### src/rtl/cam_pkg.sv
// Shared defaults and config-bus helpers for the windowed camera capture.
package cam_pkg;

  localparam int DATA_W_DEF     = 3;
  localparam int X_W_DEF        = 10;
  localparam int Y_W_DEF        = 9;
  localparam int ADDR_W_DEF     = 16;
  localparam int NUM_WIN_DEF    = 2;
  localparam int PIX_PHASES_DEF = 2;
  localparam int DEC_W_DEF      = 2;

  localparam int BUS_MAX   = 512;
  localparam int FIELD_MAX = 32;

  typedef logic [BUS_MAX-1:0]   bus_t;
  typedef logic [FIELD_MAX-1:0] field_t;

  // Field k of width w from a flattened per-window config bus.
  function automatic field_t slice(
    input bus_t bus,
    input int   k,
    input int   w
  );
    bus_t t;
    t = bus >> (k * w);
    return t[FIELD_MAX-1:0] & ~({FIELD_MAX{1'b1}} << w);
  endfunction

endpackage

### src/rtl/cam_window_capture_if.sv
// Camera pin bundle plus the per-window RAM write ports.
interface cam_window_capture_if
  import cam_pkg::*;
#(
  parameter int DATA_W  = DATA_W_DEF,
  parameter int ADDR_W  = ADDR_W_DEF,
  parameter int NUM_WIN = NUM_WIN_DEF
);

  logic                      vsync;
  logic                      href;
  logic [DATA_W-1:0]         d;
  logic [NUM_WIN-1:0]        wr_en;
  logic [NUM_WIN*ADDR_W-1:0] wr_addr;
  logic [NUM_WIN*DATA_W-1:0] wr_data;

  modport master (
    output vsync, href, d,
    input  wr_en, wr_addr, wr_data
  );

  modport slave (
    input  vsync, href, d,
    output wr_en, wr_addr, wr_data
  );

endinterface

### src/rtl/cam_win_writer.sv
// One capture window: shadow config, hit/decimation test,
// address counter, overflow flag and registered RAM write.
module cam_win_writer
  import cam_pkg::*;
#(
  parameter int DATA_W = DATA_W_DEF,
  parameter int X_W    = X_W_DEF,
  parameter int Y_W    = Y_W_DEF,
  parameter int ADDR_W = ADDR_W_DEF,
  parameter int DEC_W  = DEC_W_DEF
) (
  input  logic              clk,
  input  logic              rst,
  input  logic              vsync,
  input  logic              stb,
  input  logic [X_W-1:0]    hcnt,
  input  logic [Y_W-1:0]    vcnt,
  input  logic [DATA_W-1:0] d,
  input  logic [X_W-1:0]    x0,
  input  logic [X_W-1:0]    x1,
  input  logic [Y_W-1:0]    y0,
  input  logic [Y_W-1:0]    y1,
  input  logic [DEC_W-1:0]  dec,
  input  logic [ADDR_W-1:0] limit,
  output logic              wr_en,
  output logic [ADDR_W-1:0] wr_addr,
  output logic [DATA_W-1:0] wr_data,
  output logic              ovf
);

  logic [X_W-1:0]    sx0, sx1;
  logic [Y_W-1:0]    sy0, sy1;
  logic [DEC_W-1:0]  sdec;
  logic [ADDR_W-1:0] slim;

  // Extra top bit keeps a full-range limit from wrapping back to 0.
  logic [ADDR_W:0]   addr;

  logic [X_W-1:0] dx, xmask;
  logic [Y_W-1:0] dy, ymask;
  logic           in_x, in_y, hit, room;

  always_comb begin
    dx    = hcnt - sx0;
    dy    = vcnt - sy0;
    xmask = ~({X_W{1'b1}} << sdec);
    ymask = ~({Y_W{1'b1}} << sdec);
    in_x  = (hcnt >= sx0) && (hcnt <= sx1);
    in_y  = (vcnt >= sy0) && (vcnt <= sy1);
    hit   = stb && in_x && in_y &&
            ((dx & xmask) == '0) &&
            ((dy & ymask) == '0);
    room  = addr <= {1'b0, slim};
  end

  always_ff @(posedge clk or posedge rst) begin
    if (rst) begin
      sx0     <= '0;
      sx1     <= '0;
      sy0     <= '0;
      sy1     <= '0;
      sdec    <= '0;
      slim    <= '0;
      addr    <= '0;
      ovf     <= 1'b0;
      wr_en   <= 1'b0;
      wr_addr <= '0;
      wr_data <= '0;
    end else if (vsync) begin
      sx0   <= x0;
      sx1   <= x1;
      sy0   <= y0;
      sy1   <= y1;
      sdec  <= dec;
      slim  <= limit;
      addr  <= '0;
      ovf   <= 1'b0;
      wr_en <= 1'b0;
    end else begin
      wr_en <= 1'b0;
      if (hit && room) begin
        wr_en   <= 1'b1;
        wr_addr <= addr[ADDR_W-1:0];
        wr_data <= d;
        addr    <= addr + (ADDR_W+1)'(1);
      end else if (hit) begin
        ovf <= 1'b1;
      end
    end
  end

endmodule

### src/rtl/cam_window_capture.sv
// Camera timing decoder feeding NUM_WIN independent window writers.
module cam_window_capture
  import cam_pkg::*;
#(
  parameter int DATA_W     = DATA_W_DEF,
  parameter int X_W        = X_W_DEF,
  parameter int Y_W        = Y_W_DEF,
  parameter int ADDR_W     = ADDR_W_DEF,
  parameter int NUM_WIN    = NUM_WIN_DEF,
  parameter int PIX_PHASES = PIX_PHASES_DEF,
  parameter int DEC_W      = DEC_W_DEF
) (
  input  logic                      pclk,
  input  logic                      reset,
  cam_window_capture_if.slave       bus,
  input  logic [NUM_WIN*X_W-1:0]    cfg_x0,
  input  logic [NUM_WIN*X_W-1:0]    cfg_x1,
  input  logic [NUM_WIN*Y_W-1:0]    cfg_y0,
  input  logic [NUM_WIN*Y_W-1:0]    cfg_y1,
  input  logic [NUM_WIN*DEC_W-1:0]  cfg_dec,
  input  logic [NUM_WIN*ADDR_W-1:0] cfg_limit,
  output logic [NUM_WIN-1:0]        win_ovf,
  output logic                      frame_done,
  output logic [7:0]                frame_cnt
);

  localparam int PH_W = (PIX_PHASES > 1) ? $clog2(PIX_PHASES) : 1;
  localparam logic [PH_W-1:0] PH_LAST = PH_W'(PIX_PHASES - 1);
  localparam logic [X_W-1:0]  X_MAX   = '1;
  localparam logic [Y_W-1:0]  Y_MAX   = '1;

  logic [PH_W-1:0] phase;
  logic [X_W-1:0]  hcnt;
  logic [Y_W-1:0]  vcnt;
  logic            href_d, vsync_d, seen;
  logic            pix_stb, stb, line_end;

  assign pix_stb  = bus.href && (phase == PH_LAST);
  assign stb      = pix_stb && !bus.vsync;
  assign line_end = !bus.href && href_d && (hcnt != '0);

  always_ff @(posedge pclk or posedge reset) begin
    if (reset) begin
      phase  <= '0;
      hcnt   <= '0;
      href_d <= 1'b0;
    end else begin
      href_d <= bus.href;
      if (!bus.href || phase == PH_LAST)
        phase <= '0;
      else
        phase <= phase + PH_W'(1);
      if (!bus.href)
        hcnt <= '0;
      else if (pix_stb && hcnt != X_MAX)
        hcnt <= hcnt + X_W'(1);
    end
  end

  always_ff @(posedge pclk or posedge reset) begin
    if (reset)
      vcnt <= '0;
    else if (bus.vsync)
      vcnt <= '0;
    else if (line_end && vcnt != Y_MAX)
      vcnt <= vcnt + Y_W'(1);
  end

  // A frame only counts if a line completed since the last vsync.
  always_ff @(posedge pclk or posedge reset) begin
    if (reset) begin
      vsync_d    <= 1'b0;
      seen       <= 1'b0;
      frame_done <= 1'b0;
      frame_cnt  <= '0;
    end else begin
      vsync_d    <= bus.vsync;
      frame_done <= 1'b0;
      if (bus.vsync) begin
        seen <= 1'b0;
        if (!vsync_d && seen) begin
          frame_done <= 1'b1;
          frame_cnt  <= frame_cnt + 8'd1;
        end
      end else if (line_end) begin
        seen <= 1'b1;
      end
    end
  end

  logic [NUM_WIN-1:0]        wen;
  logic [NUM_WIN*ADDR_W-1:0] wadr;
  logic [NUM_WIN*DATA_W-1:0] wdat;

  for (genvar k = 0; k < NUM_WIN; k++) begin : g_win
    cam_win_writer #(
      .DATA_W (DATA_W),
      .X_W    (X_W),
      .Y_W    (Y_W),
      .ADDR_W (ADDR_W),
      .DEC_W  (DEC_W)
    ) u_win (
      .clk     (pclk),
      .rst     (reset),
      .vsync   (bus.vsync),
      .stb     (stb),
      .hcnt    (hcnt),
      .vcnt    (vcnt),
      .d       (bus.d),
      .x0      (X_W'(slice(bus_t'(cfg_x0), k, X_W))),
      .x1      (X_W'(slice(bus_t'(cfg_x1), k, X_W))),
      .y0      (Y_W'(slice(bus_t'(cfg_y0), k, Y_W))),
      .y1      (Y_W'(slice(bus_t'(cfg_y1), k, Y_W))),
      .dec     (DEC_W'(slice(bus_t'(cfg_dec), k, DEC_W))),
      .limit   (ADDR_W'(slice(bus_t'(cfg_limit), k, ADDR_W))),
      .wr_en   (wen[k]),
      .wr_addr (wadr[k*ADDR_W +: ADDR_W]),
      .wr_data (wdat[k*DATA_W +: DATA_W]),
      .ovf     (win_ovf[k])
    );
  end

  assign bus.wr_en   = wen;
  assign bus.wr_addr = wadr;
  assign bus.wr_data = wdat;

endmodule

### src/flat_wrapper.sv
// flat-port wrapper written by rule: the top's interface ports become plain ports
module cam_window_capture_flat import cam_pkg::*;
#(
  parameter int DATA_W     = DATA_W_DEF,
  parameter int X_W        = X_W_DEF,
  parameter int Y_W        = Y_W_DEF,
  parameter int ADDR_W     = ADDR_W_DEF,
  parameter int NUM_WIN    = NUM_WIN_DEF,
  parameter int PIX_PHASES = PIX_PHASES_DEF,
  parameter int DEC_W      = DEC_W_DEF
)
  (pclk, reset, cfg_x0, cfg_x1, cfg_y0, cfg_y1, cfg_dec, cfg_limit, win_ovf, frame_done, frame_cnt, bus_vsync, bus_href, bus_d, bus_wr_en, bus_wr_addr, bus_wr_data);
  cam_window_capture_if #(.DATA_W(DATA_W), .ADDR_W(ADDR_W), .NUM_WIN(NUM_WIN)) bus_i ();
  input  logic pclk;
  input  logic reset;
  input  logic [NUM_WIN*X_W-1:0] cfg_x0;
  input  logic [NUM_WIN*X_W-1:0] cfg_x1;
  input  logic [NUM_WIN*Y_W-1:0] cfg_y0;
  input  logic [NUM_WIN*Y_W-1:0] cfg_y1;
  input  logic [NUM_WIN*DEC_W-1:0] cfg_dec;
  input  logic [NUM_WIN*ADDR_W-1:0] cfg_limit;
  output logic [NUM_WIN-1:0] win_ovf;
  output logic frame_done;
  output logic [7:0] frame_cnt;
  input wire logic [$bits(bus_i.vsync)-1:0] bus_vsync;
  input wire logic [$bits(bus_i.href)-1:0] bus_href;
  input wire logic [$bits(bus_i.d)-1:0] bus_d;
  output wire logic [$bits(bus_i.wr_en)-1:0] bus_wr_en;
  output wire logic [$bits(bus_i.wr_addr)-1:0] bus_wr_addr;
  output wire logic [$bits(bus_i.wr_data)-1:0] bus_wr_data;
  assign bus_i.vsync = bus_vsync;
  assign bus_i.href = bus_href;
  assign bus_i.d = bus_d;
  assign bus_wr_en = bus_i.wr_en;
  assign bus_wr_addr = bus_i.wr_addr;
  assign bus_wr_data = bus_i.wr_data;
  cam_window_capture #(.DATA_W(DATA_W), .X_W(X_W), .Y_W(Y_W), .ADDR_W(ADDR_W), .NUM_WIN(NUM_WIN), .PIX_PHASES(PIX_PHASES), .DEC_W(DEC_W)) u_core (.pclk(pclk), .reset(reset), .bus(bus_i), .cfg_x0(cfg_x0), .cfg_x1(cfg_x1), .cfg_y0(cfg_y0), .cfg_y1(cfg_y1), .cfg_dec(cfg_dec), .cfg_limit(cfg_limit), .win_ovf(win_ovf), .frame_done(frame_done), .frame_cnt(frame_cnt));
endmodule
### config.mk
export PLATFORM = sky130hd
export DESIGN_NAME = cam_window_capture_flat
export DESIGN_NICKNAME = d
export VERILOG_FILES = /design/src/rtl/cam_pkg.sv /design/src/rtl/cam_window_capture_if.sv /design/src/rtl/cam_win_writer.sv /design/src/rtl/cam_window_capture.sv /design/src/flat_wrapper.sv
export SDC_FILE = /design/constraint.sdc
export NUM_CORES = 1
export LEC_CHECK = 0
export ABC_AREA = 1
export BUFFER_PORTS_ARGS = -buffer_cell sky130_fd_sc_hd__buf_2
export CORE_ASPECT_RATIO = 1.5
export CORE_MARGIN = 3
export CORE_UTILIZATION = 35
export CTS_CLUSTER_DIAMETER = 50
export DETAILED_ROUTE_END_ITERATION = 10
export PLACE_DENSITY = 0.58
export SLEW_MARGIN = 20
export SYNTH_ARGS = -nofsm -noshare
export SYNTH_HDL_FRONTEND = slang
export SYNTH_SLANG_ARGS = --single-unit
export TNS_END_PERCENT = 30
### constraint.sdc
create_clock -name pclk -period 7.3 [get_ports pclk]
set_input_delay 1.46 -clock pclk [delete_from_list [all_inputs] [get_ports pclk]]
set_output_delay 1.46 -clock pclk [all_outputs]
set_load 0.05 [all_outputs]
==> results of run 1 <==
worst paths after layout:
kind	depth (start not counted)	slack (ns)	to	start
worst max-delay path	11	3.33	u_core.g_win[1].u_win.wr_addr[15]$_DFFE_PP0P_	u_core.vcnt[0]$_DFFE_PP0P_
worst min-delay path	1	0.46	u_core.phase$_DFF_PP0_	u_core.phase$_DFF_PP0_
worst max register to register	11	3.33	u_core.g_win[1].u_win.wr_addr[15]$_DFFE_PP0P_	u_core.vcnt[0]$_DFFE_PP0P_
worst min register to register	1	0.46	u_core.phase$_DFF_PP0_	u_core.phase$_DFF_PP0_
max in group asynchronous	4	4.72	u_core.g_win[0].u_win.wr_addr[5]$_DFFE_PP0P_	reset
min in group asynchronous	2	1.00	u_core.g_win[1].u_win.slim[10]$_DFFE_PP0P_	reset
layer usage:
metal | global-route usage | vias to the layer above | routed length [um]
met3 | 0.0215 | 56 | 1310
met2 | 0.313 | 221 | 17100
met5 | 0 | - | 0
met4 | 0.0571 | 0 | 897
li1 | - | 5403 | -
met1 | 0.207 | 4934 | 13800
cell usage after synthesis (7+ instances only):
master,n,share of area
a21oi_1,48,0.019
buf_2,7,0.0028
buf_4,7,0.0042
clkbuf_1,30,0.0089
dfrtp_1,220,0.44
ha_1,115,0.11
inv_1,230,0.068
nand2_1,410,0.12
nand3_1,88,0.035
nand4_1,60,0.030
nor2_1,68,0.020
nor3_1,13,0.0052
nor4_1,20,0.0099
o21ai_0,158,0.063
xor2_1,33,0.023
cell families (layout without fill, tap and decap cells):
group                    Yosys count  count (layout)
AO/OA/AOI/OAI                    224             224
XOR/XNOR                          37              37
adder cells (fa/ha/maj)          119             119
buffers and inverters            284             459
flip-flops                       220             220
other                              0               1
AND/OR/NAND/NOR                  681             681
final cells by class:
class,instances,area share
Clock inverter,16,0.0125
Clock buffer,36,0.0540
Antenna cell,1,0.000168
Tap cell,473,0.0398
Multi-Input combinational cell,1061,0.402
Timing Repair Buffer,175,0.0620
Inverter,232,0.0588
Sequential cell,220,0.370
state kept, by name, summed over array words and instances (netlist names), 4 cells and up:
signal / cells
u_core.hcnt: 10
u_core.g_win.u_win.sdec: 4
u_core.g_win.u_win.sy0: 18
u_core.frame_cnt: 8
u_core.g_win.u_win.sy1: 18
u_core.g_win.u_win.slim: 32
u_core.g_win.u_win.sx0: 20
u_core.vcnt: 9
u_core.g_win.u_win.addr: 34
u_core.g_win.u_win.wr_addr: 32
u_core.g_win.u_win.sx1: 20
u_core.g_win.u_win.wr_data: 6
metrics by stage:
stage                     std cells  instance area, sq um  setup WS, ns   util
after floorplan                1565                 12600          2.97      -
after detailed placement       2161                 13900          2.95  0.393
after CTS                      2213                 14900          3.28  0.421
final                          2214                 14900          3.33  0.421
after global routing           2214                 14900          2.98  0.421
after global placement         2160                 13900          3.08  0.392
power by group:
part | internal [uW] | switching, uW | total, uW | leakage (uW)
clock | 887 | 563 | 1450 | 0.000480
sequential | 1280 | 31.1 | 1320 | 0.00285
combinational | 124 | 239 | 363 | 0.00469
total | 2300 | 833 | 3130 | 0.00803
==> results.txt, run 1 <==
----------------------------------------------------
[Worst setup path]
  Crit path capture type ... register
  Worst setup path class ... reg -> reg
  Arrival time at the worst endpoint ... 4.41 ns
  CP startpoint kind ... register
  Maximum net fanout on the critical path ... 55
  Sequence of cells on the critical path ... inv_1 -> ha_1 -> inv_1 -> fa_1 -> o21ai_0 -> nand4_1 -> a21oi_1 -> nand2_1 -> nor2_2 -> nand2_2 -> o21ai_0
  Worst path bufs/invs ... 2
  Slowest library cell on the worst path ... nand2_2
  Worst path top cell family by delay ... simple AND/OR/NAND/NOR gates
  Endpoint required time on the critical path ... 7.74 ns
  Crit path largest cell delay ... 0.78 ns

[Clocking]
  Number of buffers inserted by post-CTS setup repair ... 0
  Post-CTS Resized ... 0
  Clock-pin transition on the worst setup and hold timing paths ... 0.06 ns
  H-tree lvl count ... 1
  Clock tree from TritonCTS ... built
  Number of buffers added to fix hold violations after cts ... 0
  Maximum clock insertion buffer count ... 3
  Number of clock buffers inserted by TritonCTS ... 29
  Total clock sinks ... 220
  Cell at the root of the clock tree ... clkbuf_16
  Insertion delay of the later-clocked pin in the worst-skew pair ... 0.55 ns

[Final layout]
  Area growth from synthesis to final layout ... 17.8%
  Footprint of the flip-flops and latches ... 5510 sq um
  Commonest non-fill, non-tap cell in the layout ... nand2_1
  Leading cell types in the layout, fill and taps excluded ... 410 x nand2_1, 229 x inv_1, 220 x dfrtp_1
  Layout Nets ... 1,957
  Number of filler instances in the final layout ... 3,653
  Multi-input gate area ... 5980 sq um
  Layout cell share with drive strength beyond 1 ... 0.139

[Floorplanning]
  Width of the chip ... 161 um
  Full die area ... 38,400 sq um
  Die height ... 239 um
  Starting density of the core ... 0.357
  Number of top-level pins ... 170
  Area of the placeable core ... 35,300 sq um
  Count of standard-cell rows ... 84

[Timing]
  Maximum clock frequency ... 252 MHz
  Skew final ... 0.0105 ns
  Portion of the clock cycle consumed by the worst path in the final layout ... 0.544
  Endpoints failing hold ... 0
  RSZ-0062 raised after global routing ... false
  Final setup fails ... 0
  Total count of max-transition violations in the final report ... 0
  Post-layout min period ... 3.97 ns
  Final Hold Slack ... 0.463 ns
  Sum of negative setup slack ... 0 ns
  Transition time at the pin with the least slew margin ... 0.993 ns
  Remaining max-slew budget at the tightest pin ... 0.338

[Power and ir drop]
  Leak pwr ... 0.00803 uW
  Worst IR drop on VDD ... 0.000179 V
  Post-layout power ... 3130 uW
  Pwr/cell area ... 211 nW/um^2

[Route]
  Detailed Route WL ... 33,100 um
  Vias after detailed routing ... 10,614
  Routed length per instance ... 14.9 um
  First-pass detailed-route iteration total ... 5
  Count of unresolved DRC violations after routing ... 0
  Vias per inst ... 4.79
  Number of DRC violations after detailed-routing iteration 0 ... 494
  Number of nets with antenna violations after detailed routing ... 0

[Placed design]
  Port bufs ... 169
  Gpl congestion ... 0.879
  HPWL Detailed ... 24,600 um

[GRT]
  Global router's overall resource usage ... 0.171
  Grt total ovfl ... 0
  Initial antenna violation count ... 2
  Maximum number of pins on one net before global-route repair ... 173
  Global-route wire length before repair ... 53,500 um
  Via count of the first global-routing pass ... 10,586

[Min path]
  Min-delay worst type ... reg -> reg

[Synthesis]
  Portion of netlist area occupied by mux cells ... 0
  Average instance area after synthesis ... 8.06 sq um
  Post-synthesis share of cell area spent on xor and xnor gates ... 0.0257
  Sequential fraction of the synthesis area ... 0.436
  Seq cells post-synth ... 220
  Number of flops mapped to enable cells by yosys ... 0
  Post-synthesis instance area ... 12,600 sq um
  Count of distinct cell types in the synthesized netlist ... 43
  Synth Instances ... 1,565
  Synthesized-area fraction occupied by ao, oa, aoi and oai cells ... 0.0915
  Flip-flop cell with the highest count after synthesis ... dfrtp_1
  Synthesized-area fraction occupied by adder cells ... 0.120
  Total number of yosys warnings ... 0
  Post-Synthesis Net Count ... 1,803
  Synth async-reset ratio ... 1.00
  Dominant combinational cell family by area after synthesis ... simple AND/OR/NAND/NOR gates
  Post-Synth Simple-Gate Area ... 0.236

[Flow run]
  Number of maximum-capacitance violations ... 0

[Run status]
  Result of the run ... completed

----------------------------------------------------
(Power assumes the default switching activity.)
==> inputs of run 2 (changes only) <==
PLACE_DENSITY = 0.56   (was 0.58)
clock period = 3.9 ns   (was 7.3 ns; I/O delays follow)
==> results.txt, run 2 (synthesized netlist as in run 1, its figures left out) <==
----------------------------------------------------
[Run status]
  Result of the run ... completed

[Clocking]
  H-tree lvl count ... 1
  Insertion delay of the later-clocked pin in the worst-skew pair ... 0.54 ns
  Cell at the root of the clock tree ... clkbuf_16
  Maximum clock insertion buffer count ... 3
  Clock tree from TritonCTS ... built
  Number of buffers inserted by post-CTS setup repair ... 0
  Number of buffers added to fix hold violations after cts ... 0
  Clock-pin transition on the worst setup and hold timing paths ... 0.06 ns
  Total clock sinks ... 220
  Number of clock buffers inserted by TritonCTS ... 27
  Post-CTS Resized ... 0

[Power and ir drop]
  Portion of total power attributed to combinational logic ... 0.118
  Worst IR drop on VDD ... 0.000288 V
  Post-layout power ... 5790 uW
  Clock Power Share ... 0.457
  Leak pwr ... 0.00803 uW
  P_sw ... 1510 uW
  Switching share of power ... 0.261
  Sequential power share ... 0.425
  Internal ... 4280 uW
  Pwr/cell area ... 391 nW/um^2

[Route]
  Number of DRC violations after detailed-routing iteration 0 ... 478
  Vias after detailed routing ... 10,559
  Count of unresolved DRC violations after routing ... 0
  Routed length per instance ... 15.0 um
  First-pass detailed-route iteration total ... 4
  Number of nets with antenna violations after detailed routing ... 0
  Vias per inst ... 4.77
  Detailed Route WL ... 33,100 um

[Worst setup path]
  Crit path capture type ... register
  Worst setup path class ... reg -> reg
  CP startpoint kind ... register
  Maximum net fanout on the critical path ... 55
  Worst path bufs/invs ... 2
  Arrival time at the worst endpoint ... 3.51 ns
  Endpoint required time on the critical path ... 4.29 ns
  Sequence of cells on the critical path ... inv_1 -> ha_1 -> inv_1 -> fa_1 -> o21ai_0 -> nand4_1 -> a21oi_1 -> nand2_1 -> nor2_2 -> nand2_2 -> nand2_1 -> o21ai_0
  Minimum setup slack among reg-to-reg paths ... 0.78 ns
  Crit path largest cell delay ... 0.56 ns
  Slowest library cell on the worst path ... nand2_2
  Worst path top cell family by delay ... simple AND/OR/NAND/NOR gates

[GRT]
  Initial antenna violation count ... 1
  Via count of the first global-routing pass ... 10,650
  Grt total ovfl ... 0
  Global-route wire length before repair ... 54,500 um
  Maximum number of pins on one net before global-route repair ... 169
  Global router's overall resource usage ... 0.173

[Floorplanning]
  Number of top-level pins ... 170
  Full die area ... 38,400 sq um
  Area of the placeable core ... 35,300 sq um
  Starting density of the core ... 0.357
  Width of the chip ... 161 um
  Count of standard-cell rows ... 84
  Die height ... 239 um

[Timing]
  Final setup fails ... 0
  Maximum clock frequency ... 321 MHz
  Endpoints failing hold ... 0
  Transition time at the pin with the least slew margin ... 0.922 ns
  Post-layout min period ... 3.12 ns
  Final Hold Slack ... 0.404 ns
  Total count of max-transition violations in the final report ... 0
  RSZ-0062 raised after global routing ... false
  Sum of negative setup slack ... 0 ns
  Skew final ... 0.0138 ns
  Remaining max-slew budget at the tightest pin ... 0.383
  Portion of the clock cycle consumed by the worst path in the final layout ... 0.799

[Final layout]
  Top flop regs ... u_core.g_win.u_win.addr: 34 flops, u_core.g_win.u_win.slim: 32 flops, u_core.g_win.u_win.wr_addr: 32 flops
  Layout cell share with drive strength beyond 1 ... 0.137
  Commonest non-fill, non-tap cell in the layout ... nand2_1
  Leading cell types in the layout, fill and taps excluded ... 410 x nand2_1, 229 x inv_1, 220 x dfrtp_1
  Post-route insts no fill ... 2,214
  Number of flip-flops under the largest register name ... 34
  Area growth from synthesis to final layout ... 17.6%
  Register containing the most flip-flops in the final layout ... u_core.g_win.u_win.addr
  Layout Nets ... 1,958

[Placed design]
  Port bufs ... 169
  Gpl congestion ... 0.867
  Cell count after placement ... 2,164
  HPWL Detailed ... 24,500 um

[Flow run]
  Number of maximum-capacitance violations ... 0

[Min path]
  Min-delay worst type ... in -> async

----------------------------------------------------
## run 2: cell count changes in the layout (fill, tap and decap cells not counted)
cell | previous run | this run
buf_4 | 4 | 7
clkbuf_8 | 5 | 2
clkbuf_1 | 2 | 5
bufinv_16 | 3 | 5
clkinv_2 | 4 | 6
clkbuf_16 | 29 | 27
clkinvlp_4 | 4 | 1
clkinv_4 | 3 | 1
## run 2: area by class of cell
type / count / area, sq um
Tap cell: 473 / 592
Sequential cell: 220 / 5510
Inverter: 232 / 875
Clock buffer: 34 / 722
Antenna cell: 1 / 2.50
Timing Repair Buffer: 178 / 945
Fill cell: 3646 / 20500
Clock inverter: 15 / 215
Multi-Input combinational cell: 1061 / 5980
## run 2: path summary, 6_finish.rpt
check | start | end | cells after the start
max | u_core.vcnt[0]$_DFFE_PP0P_ | u_core.g_win[1].u_win.wr_addr[6]$_DFFE_PP0P_ | 12
min | reset | u_core.g_win[1].u_win.slim[12]$_DFFE_PP0P_ | 3
max reg2reg | u_core.vcnt[0]$_DFFE_PP0P_ | u_core.g_win[1].u_win.wr_addr[6]$_DFFE_PP0P_ | 12
min reg2reg | u_core.phase$_DFF_PP0_ | u_core.phase$_DFF_PP0_ | 1
max in group asynchronous | reset | u_core.g_win[0].u_win.wr_addr[8]$_DFFE_PP0P_ | 3
min in group pclk | cfg_x1[15] | u_core.g_win[1].u_win.sx1[5]$_DFFE_PP0P_ | 3
## run 2: stage by stage
step | area (sq um) | worst slack [ns] | utilization
after floorplan | 12600 | 0.252 | -
after global placement | 13900 | 0.868 | 0.393
after detailed placement | 13900 | 0.782 | 0.393
after CTS | 14800 | 0.768 | 0.420
after global routing | 14800 | 0.466 | 0.420
final | 14800 | 0.783 | 0.420
## run 2: layer usage
layer | vias to the layer above | track usage | wire length (um)
li1 | 5399 | - | -
met1 | 4893 | 0.213 | 14100
met2 | 222 | 0.315 | 16700
met3 | 45 | 0.0217 | 1390
met4 | 0 | 0.0530 | 837
met5 | - | 0 | 0
## run 2: power groups by stage
stage          clock network, uW  registers [uW]  logic, uW
6_report                    2650            2460        683
3_5_place_dp                   0            2500        696
2_1_floorplan                  0            2520        435
4_1_cts                     2730            2460        701
5_1_grt                     2840            2480        800
3_3_place_gp                   0            2500        682
## run 2: tightest hold or removal path, stage by stage
cell and delay [ns]:
buf_2 0.11, clkinvlp_4 0.09, buf_4 0.39
